## src/rtl/host_cmd_sequencer_pkg.sv

```systemverilog
// Shared encodings for the host command sequencer: command bytes, control bit positions, FSM states.
package host_cmd_sequencer_pkg;

  localparam logic [7:0] CMD_READ  = 8'h01;
  localparam logic [7:0] CMD_WRITE = 8'h02;

  localparam int CTRL_RD_BIT = 0;
  localparam int CTRL_WR_BIT = 1;

  typedef enum logic [2:0] {
    S_CMD     = 3'd0,
    S_ADDR_LO = 3'd1,
    S_ADDR_HI = 3'd2,
    S_DATA    = 3'd3,
    S_WAIT    = 3'd4
  } state_t;

endpackage

```

## src/rtl/cmd_timeout_timer.sv

```systemverilog
// Cycle counter for the bus-wait watchdog; expire is combinational on the TIMEOUT-th enabled cycle.
// Clear has priority and the counter also self-clears on expiry.
module cmd_timeout_timer #(
  parameter int TIMEOUT = 255
) (
  input  logic clk,
  input  logic reset,
  input  logic clear,
  input  logic enable,
  output logic expire
);

  localparam int CNT_W = (TIMEOUT < 2) ? 1 : $clog2(TIMEOUT);
  localparam logic [CNT_W-1:0] LAST = CNT_W'(TIMEOUT - 1);

  logic [CNT_W-1:0] count;

  assign expire = enable && (count == LAST);

  always_ff @(posedge clk or negedge reset) begin
    if (!reset) begin
      count <= '0;
    end else if (clear || expire) begin
      count <= '0;
    end else if (enable) begin
      count <= count + CNT_W'(1);
    end
  end

endmodule

```

## src/rtl/host_cmd_sequencer.sv

```systemverilog
// Collects cmd/addr/data bytes from the host and holds a bus request until the engine completes it.
// control_out is valid one cycle after the final byte; host_busy drops bytes while a cycle or unread data is pending.
module host_cmd_sequencer
  import host_cmd_sequencer_pkg::*;
#(
  parameter int ADDR_W  = 16,
  parameter int TIMEOUT = 255
) (
  input  logic              clk,
  input  logic              reset,
  input  logic [7:0]        host_data,
  input  logic              host_wr,
  input  logic              host_rd,
  input  logic              host_clr,
  output logic              host_busy,
  output logic [7:0]        host_rdata,
  output logic              host_rvalid,
  output logic              host_err,
  output logic [7:0]        control_out,
  output logic [ADDR_W-1:0] bus_addr,
  output logic [7:0]        bus_wdata,
  input  logic [7:0]        bus_rdata,
  input  logic              data_read,
  input  logic              control_reset
);

  state_t     state, state_d;
  logic       cmd_read;
  logic       in_wait, accept, drop;
  logic       start, finish, abort, bad_cmd, expire;
  logic [7:0] ctrl_word;

  assign in_wait   = (state == S_WAIT);
  assign host_busy = in_wait | ((state == S_CMD) & host_rvalid);
  // host_clr beats a simultaneous byte: it is neither accepted nor flagged
  assign accept    = host_wr & ~host_busy & ~host_clr;
  assign drop      = host_wr & host_busy & ~host_clr;

  cmd_timeout_timer #(.TIMEOUT(TIMEOUT)) u_timer (
    .clk    (clk),
    .reset  (reset),
    .clear  (~in_wait | finish),
    .enable (in_wait),
    .expire (expire)
  );

  always_ff @(posedge clk or negedge reset) begin
    if (!reset) begin
      state <= S_CMD;
    end else begin
      state <= state_d;
    end
  end

  always_comb begin
    state_d = state;
    start   = 1'b0;
    finish  = 1'b0;
    abort   = 1'b0;
    bad_cmd = 1'b0;
    case (state)
      S_CMD: begin
        if (accept) begin
          if (host_data == CMD_READ || host_data == CMD_WRITE) state_d = S_ADDR_LO;
          else bad_cmd = 1'b1;
        end
      end
      S_ADDR_LO: begin
        if (host_clr)    state_d = S_CMD;
        else if (accept) state_d = S_ADDR_HI;
      end
      S_ADDR_HI: begin
        if (host_clr) begin
          state_d = S_CMD;
        end else if (accept) begin
          state_d = cmd_read ? S_WAIT : S_DATA;
          start   = cmd_read;
        end
      end
      S_DATA: begin
        if (host_clr) begin
          state_d = S_CMD;
        end else if (accept) begin
          state_d = S_WAIT;
          start   = 1'b1;
        end
      end
      S_WAIT: begin
        // completion wins over a watchdog expiry landing on the same cycle
        if (!control_reset) begin
          state_d = S_CMD;
          finish  = 1'b1;
        end else if (expire) begin
          state_d = S_CMD;
          abort   = 1'b1;
        end
      end
      default: state_d = S_CMD;
    endcase
  end

  always_comb begin
    ctrl_word              = 8'h00;
    ctrl_word[CTRL_RD_BIT] = cmd_read;
    ctrl_word[CTRL_WR_BIT] = ~cmd_read;
  end

  always_ff @(posedge clk or negedge reset) begin
    if (!reset) begin
      cmd_read    <= 1'b0;
      control_out <= 8'h00;
      bus_addr    <= '0;
      bus_wdata   <= 8'h00;
      host_rdata  <= 8'h00;
      host_rvalid <= 1'b0;
      host_err    <= 1'b0;
    end else begin
      if (state == S_CMD && accept)     cmd_read <= (host_data == CMD_READ);
      if (state == S_ADDR_LO && accept) bus_addr[7:0] <= host_data;
      if (state == S_ADDR_HI && accept) bus_addr[ADDR_W-1:8] <= host_data[ADDR_W-9:0];
      if (state == S_DATA && accept)    bus_wdata <= host_data;

      if (start)                control_out <= ctrl_word;
      else if (finish || abort) control_out <= 8'h00;

      if (in_wait && cmd_read && !data_read) host_rdata <= bus_rdata;

      if (finish && cmd_read) host_rvalid <= 1'b1;
      else if (host_rd)       host_rvalid <= 1'b0;

      if (host_clr)                       host_err <= 1'b0;
      else if (bad_cmd || drop || abort)  host_err <= 1'b1;
    end
  end

endmodule

```

## config.mk

```make
export PLATFORM = sky130hd
export DESIGN_NAME = host_cmd_sequencer
export DESIGN_NICKNAME = d
export VERILOG_FILES = /design/src/rtl/host_cmd_sequencer_pkg.sv /design/src/rtl/cmd_timeout_timer.sv /design/src/rtl/host_cmd_sequencer.sv
export SDC_FILE = /design/constraint.sdc
export NUM_CORES = 1
export LEC_CHECK = 0
export ABC_CLOCK_PERIOD_IN_PS = 2260
export CORE_MARGIN = 2
export CORE_UTILIZATION = 45
export DETAILED_ROUTE_END_ITERATION = 8
export GPL_TIMING_DRIVEN = 0
export PLACE_DENSITY_LB_ADDON = 0.05
export SLEW_MARGIN = 15
export SYNTH_ARGS = -nofsm -noshare
export SYNTH_HDL_FRONTEND = slang
export SYNTH_SLANG_ARGS = --single-unit
```

## constraint.sdc

```tcl
create_clock -name clk -period 2.26 [get_ports clk]
set_clock_uncertainty 0.1 [all_clocks]
set_input_delay 0.452 -clock clk [delete_from_list [all_inputs] [get_ports clk]]
set_output_delay 0.452 -clock clk [all_outputs]
set_load 0.005 [all_outputs]
```

# Yosys cells after proc, flatten, opt, wreduce, memory -nomap -nowiden
# Index checks and enable logic that the tools add are counted.
# W data, S select, Z words.
# op_classes
n_addsub,1
multipliers,0
div_mod_pow,0
magnitude_cmp,0
eq_ne,13
n_shift,0
n_mux,33
bitwise_logic,11
n_reduce_logical,20
# ops
cell,count
$mux W3,11
$mux W8,4
$mux W1,16
$pmux W3 S5,1
$ne A3 B3 Y1 const B,3
$add A8 B1 Y8 const B,1
$eq A8 B1 Y1 const B,1
$eq A8 B2 Y1 const B,1
$eq A8 B8 Y1 const B,1
$logic_and A1 B1 Y1,8
$reduce_bool A2 Y1,4
$eq A3 B2 Y1 const B,2
$reduce_and A6 Y1,1
$and A1 B1 Y1,5
$logic_or A1 B1 Y1,5
$not A1 Y1,4
$eq A3 B1 Y1 const B,1
$eq A3 B3 Y1 const B,1
$logic_not A3 Y1,1
$ne A3 B2 Y1 const B,1
$ne A2 B1 Y1 const B,1
$ne A2 B2 Y1 const B,1
$or A1 B1 Y1,2
$pmux W1 S2,1
$logic_not A1 Y1,1
# word_totals
reg_bits,54
latchBits,0
ramBits,0
rom_bits,0
in_bits,23
out_inout_bits,43
memories,0

# Logic depth before layout (Yosys ltp)
# Gate-level depths: netlist (run 1).
# depth
word_depth,12
depth_mapped,5

# By module
# Synthesis (run 1) repeated with hierarchy kept, for this count alone.
# unflattened
hier_cells,166
hier_area_um2,2153.3
# modules_own_cells
mod,instances,cells_per_inst,area_per_inst_um2
host_cmd_sequencer,1,123,1715.4
cmd_timeout_timer,1,43,437.9

# Worst setup path before layout (run 1)
# No wires, ideal clock.
# synth_path
path_kind,input-to-reg
startpoint,in host_clr
endpoint,reg bus_addr[0]
setup_time_ps,125
arrival_ps,1501
required_ps,2035
slack_ps,533
stages,4
cell_sequence,nand2b_1 > or4b_1 > buf_6 > mux2_4
# synth_via
elab_chain_len,3
# synth_rtl
element,line,text
"start, declared",host_cmd_sequencer.sv:14,"input logic host_clr,"
$not A1 Y1,host_cmd_sequencer.sv:36,assign accept = host_wr & ~host_busy & ~host_clr;
$and A1 B1 Y1,host_cmd_sequencer.sv:36,
$logic_and A1 B1 Y1,host_cmd_sequencer.sv:119,if (state == S_ADDR_LO && accept) bus_addr[7:0] <= host_data;
"end signal, assigned",host_cmd_sequencer.sv:119,
"end signal, assigned by index",host_cmd_sequencer.sv:120,if (state == S_ADDR_HI && accept) bus_addr[ADDR_W-1:8] <= host_data[ADDR_W-9:0];
"end, declared",host_cmd_sequencer.sv:20,"output logic [ADDR_W-1:0] bus_addr,"
# Every way passes these cells.
# A chain may end at the register's enable or synchronous reset.

# Worst setup path after layout (run 1)
# layout_path
startpoint,reg state[0]
endpoint,out host_busy
# layout_via
elab_chain_len,3
word_cells_on_any_way,4
# layout_rtl
element,line,text
"start, declared",host_cmd_sequencer.sv:27,"state_t state, state_d;"
"start signal, assigned",host_cmd_sequencer.sv:51,state <= state_d;
$logic_not A3 Y1,host_cmd_sequencer.sv:34,assign host_busy = in_wait | ((state == S_CMD) & host_rvalid);
$and A1 B1 Y1,host_cmd_sequencer.sv:34,
$or A1 B1 Y1 *,host_cmd_sequencer.sv:34,
"end, declared",host_cmd_sequencer.sv:15,"output logic host_busy,"
# Every way passes the cells marked *; elsewhere a longest branch is shown, timed or not.

==> run_results.csv, run 1 <==
group,metric,value,unit
run_status,status,"complete, no violations",
pwr,vdd_drop_max,0.000420,V
pwr,switchingPower,0.548,mW
min_path,hold_path.class,"flip-flop to flip-flop",
global_route,grtUsageTotal,17.4,%
route,num_vias,1444,
route,routed_wl,4.11,mm
setup_path,regToRegEndpoint,"host_rdata[1]$_DFFE_PN0P_",
cells_and_area,fillers,328,
route,routedWlPerCell,14.5,um
route,vias_per_cell,5.10,
yosys,synth_area,0.00209,mm^2
die,die_w,72.2,um
route,first_iter_violations,98,
setup_path,crit_family,"buffers and inverters",
setup_path,worst_path_max_delay_cell,"clkdlybuf4s50_1",
cts,clock_latency,0.29,ns
min_path,min_to,"host_rdata[3]$_DFFE_PN0P_",
cts,clockBufferDepth,2,
yosys,syn-mean-instance-area,13.2,um^2
pwr,pwr-share-seq,49.2,%
timing,rsz0062_at_grt,"no",
yosys,ys.flop_type,"dfrtp_1",
yosys,synth.distinct_cells,37,
route,ant_nets,0,
cells_and_area,stdcell_count,283,
die,start_util,47.4,%
cts,cts_tree,"yes",
yosys,syn_inst,158,
cells_and_area,register_area,0.00120,mm^2
cells_and_area,fin_util,65.2,%
die,coreArea,0.00441,mm^2
cts,cts.clk_slew.worst_paths,0.08,ns
setup_path,r2r_cells,5,
pwr,combPwrFrac,29.2,%
setup_path,cpPeakStageDelay,0.55,ns
yosys,synth-seq-cells,48,
timing,slew_viol_final,0,
timing,hold_violations,0,
cells_and_area,multi_input_area,821,um^2
yosys,synth_edf_count,0,
min_path,hold_path_depth,1,
run,drv_cap,0,
min_path,hp-start,"host_rdata[3]$_DFFE_PN0P_",
cts,clkSinkCount,48,
cts,cts_post_setup_buffers_inserted,0,
pwr,switching_share,24.9,%
pwr,p_per_area,764,mW/mm^2
setup_path,start_kind,"flip-flop",
setup_path,cp.buffers_inverters,2,
setup_path,cp-end-kind,"primary output",
yosys,async_flop_share,100,%
place,dpl.cell_count,275,
cells_and_area,n_antenna_cell,0,
cells_and_area,final_cell_mix,"58 x clkdlybuf4s50_1, 48 x dfrtp_1, 16 x mux2_1",
pwr,p_leak,1.36,nW
global_route,grt_max_degree,37,
route,drt_pass1_iterations,4,
setup_path,reg2reg_from,"state[0]$_DFFE_PN0P_",
setup_path,arrival,1.60,ns
global_route,grt.overflow.total,0,
cts,root_buffer,"clkbuf_8",
pwr,p_clk_share,21.6,%
cells_and_area,num-nets-final,256,
timing,period_share,95.4,%
yosys,yosys_warnings,0,
setup_path,path_cells,"buf_2, nor3_2, clkdlybuf4s50_1",
global_route,grt_pass1_vias,1484,
setup_path,crit_fanout,10,
setup_path,worstPathRequired,1.71,ns
place,io_buffers,59,
die,die_area,0.00521,mm^2
setup_path,r2r_slack,0.49,ns
setup_path,criticalPathCategory,"flip-flop to primary output",
timing,fin_crit,2.16,ns
die,die_y,72.2,um
die,ios,66,
pwr,intPower,1.65,mW
cells_and_area,layout-drive-gt1-share,16.5,%
timing,max_freq,464,MHz
cts,htree_levels,2,
global_route,grt_first_pass_wirelength,7.05,mm
cells_and_area,syn_to_final_growth,37.6,%
timing,finalSetupViolCount,0,
cts,cts_buffers,5,
route,drc,0,
yosys,ys_seq_area_share,57.5,%
global_route,grt_antenna_before_repair,0,
place,hpwl,3.03,mm
place,place_congestion,0.867,
cells_and_area,final_common_cell,"clkdlybuf4s50_1",
die,rows,24,
-- final cells by class --
class	count	share of cell area, %
well taps	52	2.26
clock inverters	2	0.435
plain buffers	10	2.70
flip-flops and latches	48	41.8
multi-input cells	101	28.5
inverters	4	0.522
clock buffers	5	2.39
repair buffers	61	21.4
-- per-layer routing --
layer | vias up | share of wire [%] | global-route usage [%]
met5 | - | 0 | 0
met4 | 0 | 1.5 | 6.50
met3 | 6 | 7.2 | 4.72
met2 | 58 | 45 | 27.6
met1 | 688 | 47 | 23.0
li1 | 692 | - | -
-- flip-flops by register name, indices dropped and copies added, names as in the netlist --
signal and count:
host_err 1, control_out 2, host_rvalid 1, state 3, cmd_read 1, bus_addr 16
host_rdata 8, bus_wdata 8, u_timer.count 8
-- power groups by stage --
stage	Clock (mW)	Sequential (mW)	Combinational [mW]
finish	0.474	1.08	0.641
global route	0.538	1.10	0.692
CTS	0.492	1.08	0.649
detailed placement	0	1.10	0.643
global placement	0	1.09	0.624
floorplan	0	1.10	0.254
-- cell usage after synthesis (3+ instances only) --
cell     count  area (um^2)
mux2_1      16          180
nand4_1      3         18.8
dfrtp_1     48         1200
mux2_4       8          120
inv_1        4         15.0
buf_4        6         45.0
mux2_2       8         90.1
nor2_1      12         45.0
nand3_1      6         30.0
o21ai_0      3         15.0
nand2_1      5         18.8
xor2_1       6         52.6
-- kinds of logic (layout without fill, tap and decap cells) --
group	after synthesis	count (layout)	synth area share [%]
AND/OR/NAND/NOR	41	41	10.9
flip-flops	48	48	57.5
AO/OA/AOI/OAI	13	13	4.25
XOR/XNOR	7	7	2.93
buffers and inverters	14	82	4.43
other	1	6	0.179
adder cells (fa/ha/maj)	2	2	1.20
multiplexers	32	32	18.7
-- what timing repair did --
item	4_1_cts	5_1_grt
setup endpoints to repair	0	1
resized for setup	0	1
hold buffers	1	0
endpoints found under the hold margin	12	0
-- how the worst max path moves through the flow --
stage,from,depth (start not counted),to
final,state[0]$_DFFE_PN0P_,3,host_busy
after CTS,state[0]$_DFFE_PN0P_,3,host_busy
after detailed placement,host_clr,5,bus_addr[6]$_DFFE_PN0P_
after global placement,reset,1,u_timer.count[0]$_DFFE_PN0P_
after floorplan,host_clr,4,bus_addr[0]$_DFFE_PN0P_
after global routing,state[0]$_DFFE_PN0P_,3,host_busy
-- stage by stage --
stage	cell area (um^2)	setup TNS (ns)	hold WS, ns	total power [mW]	worst slack (ns)
5_1_grt	2880	0	0.405	2.33	0.0631
4_1_cts	2870	0	0.394	2.22	0.0329
3_5_place_dp	2780	-0.788	0.270	1.74	-0.0953
3_3_place_gp	2770	-28.56	0.366	1.72	-0.588
6_report	2880	0	0.386	2.20	0.104
2_1_floorplan	2110	0	0.0564	1.36	0.533
-- worst reg2reg max path: stages, from the launching register on --
cell,delay (ns)
dfrtp_1,0.36
buf_2,0.17
nor2_1,0.23
nand3_1,0.19
nor2_4,0.24
mux2_1,0.35
(Power assumes the default switching activity.)
==> run 2, diff against run 1 <==
--- a/config.mk
+++ b/config.mk
@@ -7,7 +7,7 @@
 export LEC_CHECK = 0
 export ABC_CLOCK_PERIOD_IN_PS = 2260
 export CORE_MARGIN = 2
-export CORE_UTILIZATION = 45
+export CORE_UTILIZATION = 46
 export DETAILED_ROUTE_END_ITERATION = 8
 export GPL_TIMING_DRIVEN = 0
 export PLACE_DENSITY_LB_ADDON = 0.05
==> run 2 against run 1 <==
Combinational power hardly changed. Non-clock buffer count stayed put. Total power is 2.8% higher. Sequential power hardly changed. Critical path type unchanged. Highest routed layer unchanged.
==> run_results.csv, run 2 (same netlist as run 1, synthesis figures left out) <==
group,metric,value,unit
run,drv_cap,0,
timing,hold_violations,0,
route,drc,0,
run_status,status,"complete, no violations",
cells_and_area,fillers,333,
die,die_area,0.00510,mm^2
cts,cts.clk_slew.worst_paths,0.08,ns
route,num_vias,1454,
timing,finalSetupViolCount,0,
global_route,grt_max_degree,35,
place,post_dp_cell_area,0.00278,mm^2
global_route,grt_use_met3,4.50,%
min_path,hold_path.class,"flip-flop to flip-flop",
global_route,grt_first_pass_wirelength,7.13,mm
min_path,hold_path_depth,1,
die,ios,66,
die,die_y,71.4,um
global_route,use_met1,24.0,%
cts,cts_buffers,5,
global_route,grt.overflow.total,0,
setup_path,crit_family,"buffers and inverters",
setup_path,worst_path_max_delay_cell,"clkdlybuf4s50_1",
timing,layout_setup_ws,0.113,ns
global_route,grt_antenna_before_repair,0,
route,vias_per_cell,5.14,
die,start_util,48.0,%
die,die_w,71.4,um
cts,cts_post_setup_buffers_inserted,0,
timing,period_share,95.0,%
timing,fin_crit,2.15,ns
die,coreArea,0.00435,mm^2
route,first_iter_violations,60,
setup_path,r2r_slack,0.48,ns
min_path,min_to,"host_rdata[4]$_DFFE_PN0P_",
setup_path,path_cells,"buf_2, nor3_2, clkdlybuf4s50_1",
cts,root_buffer,"clkbuf_8",
cts,htree_levels,2,
cells_and_area,n_antenna_cell,0,
cts,clockBufferDepth,2,
setup_path,cp-end-kind,"primary output",
route,drt_pass1_iterations,4,
place,dpl_worst_slack,-0.0879,ns
route,routed_wl,4.15,mm
setup_path,cpPeakStageDelay,0.54,ns
setup_path,cp.buffers_inverters,2,
cells_and_area,finalInstanceArea,0.00289,mm^2
cells_and_area,final_cell_mix,"58 x clkdlybuf4s50_1, 48 x dfrtp_1, 16 x mux2_1",
timing,max_freq,466,MHz
pwr,vdd_drop_max,0.000398,V
setup_path,worstPathRequired,1.71,ns
die,rows,24,
setup_path,criticalPathCategory,"flip-flop to primary output",
global_route,grt-busiest-layer,"met2",
setup_path,regToRegEndpoint,"bus_addr[11]$_DFFE_PN0P_",
setup_path,cp.depth,3,
setup_path,crit_fanout,10,
timing,tns,0,ns
place,place_congestion,0.835,
setup_path,r2r_cells,5,
cells_and_area,largest_reg_flops,16,
cells_and_area,final_common_cell,"clkdlybuf4s50_1",
place,hpwl,3.12,mm
global_route,grtUsageTotal,18.0,%
cells_and_area,largest_register,"bus_addr",
cells_and_area,syn_to_final_growth,38.3,%
setup_path,start_kind,"flip-flop",
cells_and_area,layout-drive-gt1-share,16.5,%
place,io_buffers,59,
cts,clkSinkCount,48,
timing,hold_ws,0.389,ns
pwr,p_leak,1.37,nW
pwr,total_power,2.26,mW
setup_path,reg2reg_from,"state[2]$_DFFE_PN0P_",
global_route,grt_pass1_vias,1558,
route,ant_nets,0,
global_route,met2_usage,29.0,%
route,routedWlPerCell,14.7,um
timing,rsz0062_at_grt,"no",
pwr,p_per_area,781,mW/mm^2
cts,cts_tree,"yes",
timing,slew_viol_final,0,
min_path,hp-start,"host_rdata[4]$_DFFE_PN0P_",
setup_path,arrival,1.60,ns
cells_and_area,num-nets-final,256,
cts,clock_latency,0.29,ns
==> run 2: final cells by class <==
cell class	count	area (um^2)	share of cell area [%]
Buffer	10	77.6	2.68
Clock buffer	7	96.3	3.33
Inverter	4	15.0	0.519
Multi-Input combinational cell	101	821	28.4
Sequential cell	48	1200	41.5
Tap cell	52	65.1	2.25
Timing Repair Buffer	61	616	21.3
==> run 2: how the worst max path moves through the flow <==
stage	startpoint	end	slack (ns)
detailed placement	host_clr	bus_addr[4]$_DFFE_PN0P_	-0.09
CTS	state[0]$_DFFE_PN0P_	host_busy	0.03
floorplan	host_clr	bus_addr[0]$_DFFE_PN0P_	0.53
finish	state[0]$_DFFE_PN0P_	host_busy	0.11
global route	state[0]$_DFFE_PN0P_	host_busy	0.01
global placement	reset	u_timer.count[0]$_DFFE_PN0P_	-0.58
==> run 2: repair_timing <==
action	4_1_cts	5_1_grt
hold buffers	1	0
hold endpoints to repair	14	0
setup endpoints to repair	0	1
gates resized for setup	0	1
==> run 2: per-layer routing <==
metal	up-vias	wire length, um
li1	685	-
met5	-	0
met1	705	1890
met2	59	1930
met4	0	53
met3	5	281
==> run 2: stage by stage <==
stage                     util [%]  instances
final                         66.4        283
after global routing          66.4        283
after CTS                     66.3        283
after detailed placement      63.9        275
after global placement        63.5        274
after floorplan                  -        163
==> run 2: where the power goes <==
part	switching [mW]	internal (mW)	total [mW]	leakage (nW)
Sequential	0.0813	1.00	1.09	0.644
Combinational	0.207	0.436	0.642	0.672
Clock	0.258	0.272	0.531	0.0503
Total	0.546	1.71	2.26	1.37
==> run 3, diff against run 2 <==
--- a/config.mk
+++ b/config.mk
@@ -6,6 +6,7 @@
 export NUM_CORES = 1
 export LEC_CHECK = 0
 export ABC_CLOCK_PERIOD_IN_PS = 2260
+export CORE_ASPECT_RATIO = 1.25
 export CORE_MARGIN = 2
 export CORE_UTILIZATION = 46
 export DETAILED_ROUTE_END_ITERATION = 8
==> run 3 against run 2 <==
Register-to-register slack barely moved. Critical path depth did not move. Clock power fell by 3%. Sequential cell count did not move. Hold slack got worse by 0.34 ns. Non-clock buffer count fell by 1. Critical endpoint unchanged. Via count fell by 0.89%. Maximum frequency rose by 1.5%. Worst setup slack improved by 0.031 ns. Largest cell class unchanged.
==> run_results.csv, run 3 (same netlist as run 1, synthesis figures left out) <==
group,metric,value,unit
run_status,status,"complete, no violations",
timing,finalSetupViolCount,0,
setup_path,worst_path_max_delay_cell,"clkdlybuf4s50_1",
cells_and_area,finalInstanceArea,0.00289,mm^2
route,drc,0,
route,routedWlPerCell,15.0,um
route,num_vias,1441,
cts,cts.clk_slew.worst_paths,0.08,ns
global_route,use_met1,21.6,%
timing,hold_ws,0.0512,ns
place,post_dp_cell_area,0.00280,mm^2
route,vias_per_cell,4.99,
timing,worstMarginPinSlew,0.590,ns
route,routed_wl,4.32,mm
pwr,p_leak,1.36,nW
place,hpwl,3.31,mm
global_route,grtUsageTotal,18.8,%
cells_and_area,n_antenna_cell,0,
die,die_y,79.4,um
place,io_buffers,59,
cells_and_area,final_cell_mix,"58 x clkdlybuf4s50_1, 48 x dfrtp_1, 16 x mux2_1",
setup_path,cp-end-kind,"primary output",
cells_and_area,layout-drive-gt1-share,16.0,%
cells_and_area,largest_register,"bus_addr",
global_route,grt_first_pass_wirelength,7.35,mm
setup_path,crit_family,"buffers and inverters",
die,coreArea,0.00439,mm^2
die,start_util,47.6,%
cells_and_area,final_common_cell,"clkdlybuf4s50_1",
place,dpl.cell_count,281,
cts,cts_tree,"yes",
route,ant_nets,0,
setup_path,worstPathRequired,1.71,ns
route,first_iter_violations,51,
pwr,total_power,2.24,mW
global_route,grt.overflow.total,0,
setup_path,r2r_slack,0.47,ns
cts,htree_levels,2,
timing,fin_crit,2.12,ns
timing,tns,0,ns
setup_path,criticalPathCategory,"flip-flop to primary output",
setup_path,regToRegEndpoint,"bus_addr[10]$_DFFE_PN0P_",
timing,layout_setup_ws,0.144,ns
pwr,p_per_area,776,mW/mm^2
setup_path,cpPeakStageDelay,0.53,ns
run,drv_cap,0,
place,dpl_worst_slack,-0.0772,ns
cts,clock_latency,0.30,ns
global_route,grt_use_met3,4.23,%
timing,maxSlewHeadroom,60.7,%
cts,cts_buffers,5,
setup_path,crit_fanout,10,
cells_and_area,stdcell_count,289,
cells_and_area,num-nets-final,255,
cells_and_area,syn_to_final_growth,38.2,%
cells_and_area,largest_reg_flops,16,
setup_path,start_kind,"flip-flop",
cts,clkSinkCount,48,
cts,clockBufferDepth,2,
place,place_congestion,0.879,
die,die_area,0.00510,mm^2
setup_path,arrival,1.56,ns
setup_path,cp.buffers_inverters,2,
route,drt_pass1_iterations,4,
die,rows,27,
timing,max_freq,472,MHz
global_route,met2_usage,33.6,%
min_path,hold_path.class,"primary input to asynchronous set/reset pin",
global_route,grt_antenna_before_repair,0,
global_route,grt_max_degree,26,
setup_path,reg2reg_from,"state[2]$_DFFE_PN0P_",
setup_path,r2r_cells,5,
setup_path,path_cells,"buf_2, nor3_2, clkdlybuf4s50_1",
cells_and_area,fillers,350,
timing,rsz0062_at_grt,"no",
die,ios,66,
timing,period_share,93.6,%
timing,hold_violations,0,
pwr,vdd_drop_max,0.000419,V
cells_and_area,fin_util,65.8,%
cts,cts_post_setup_buffers_inserted,0,
cts,root_buffer,"clkbuf_8",
timing,slew_viol_final,0,
die,die_w,64.3,um
global_route,grt_pass1_vias,1529,
global_route,grt-busiest-layer,"met2",
-- run 3: cell count changes in the layout (fill, tap and decap cells not counted), sizes merged --
cell	delta
dlygate4sd3	-1
clkbuf	+1
-- run 3: cell type report --
class / instances / area (um^2) / share of cell area (%)
inverter: 4 / 15.0 / 0.519
sequential: 48 / 1200 / 41.6
tap: 58 / 72.6 / 2.51
timing repair buffer: 60 / 613 / 21.2
buffer: 10 / 77.6 / 2.68
multi-input combinational: 101 / 821 / 28.4
clock buffer: 8 / 90.1 / 3.12
-- run 3: power by group --
part           switching (mW)  internal, mW
clock network           0.265         0.250
logic                   0.208         0.436
registers              0.0803          1.00
-- run 3: routing by layer --
metal	part of all wire (%)	up-vias	routed length, um
li1	-	685	-
met1	39	709	1690
met2	54	39	2340
met3	4.7	8	202
met4	2.2	0	95
met5	0	-	0
-- run 3: repair_timing --
item	CTS	global route
hold buffers	0	0
endpoints found under the setup margin	0	1
gates resized for setup	0	1
-- run 3: worst max path at each step --
stage / start / end / slack (ns) / depth (start not counted)
after floorplan: host_clr / bus_addr[0]$_DFFE_PN0P_ / 0.53 / 4
after global placement: reset / state[2]$_DFFE_PN0P_ / -0.61 / 1
after detailed placement: host_wr / bus_addr[2]$_DFFE_PN0P_ / -0.08 / 5
after CTS: state[0]$_DFFE_PN0P_ / host_busy / 0.07 / 3
after global routing: state[0]$_DFFE_PN0P_ / host_busy / 0.06 / 3
final: state[0]$_DFFE_PN0P_ / host_busy / 0.14 / 3
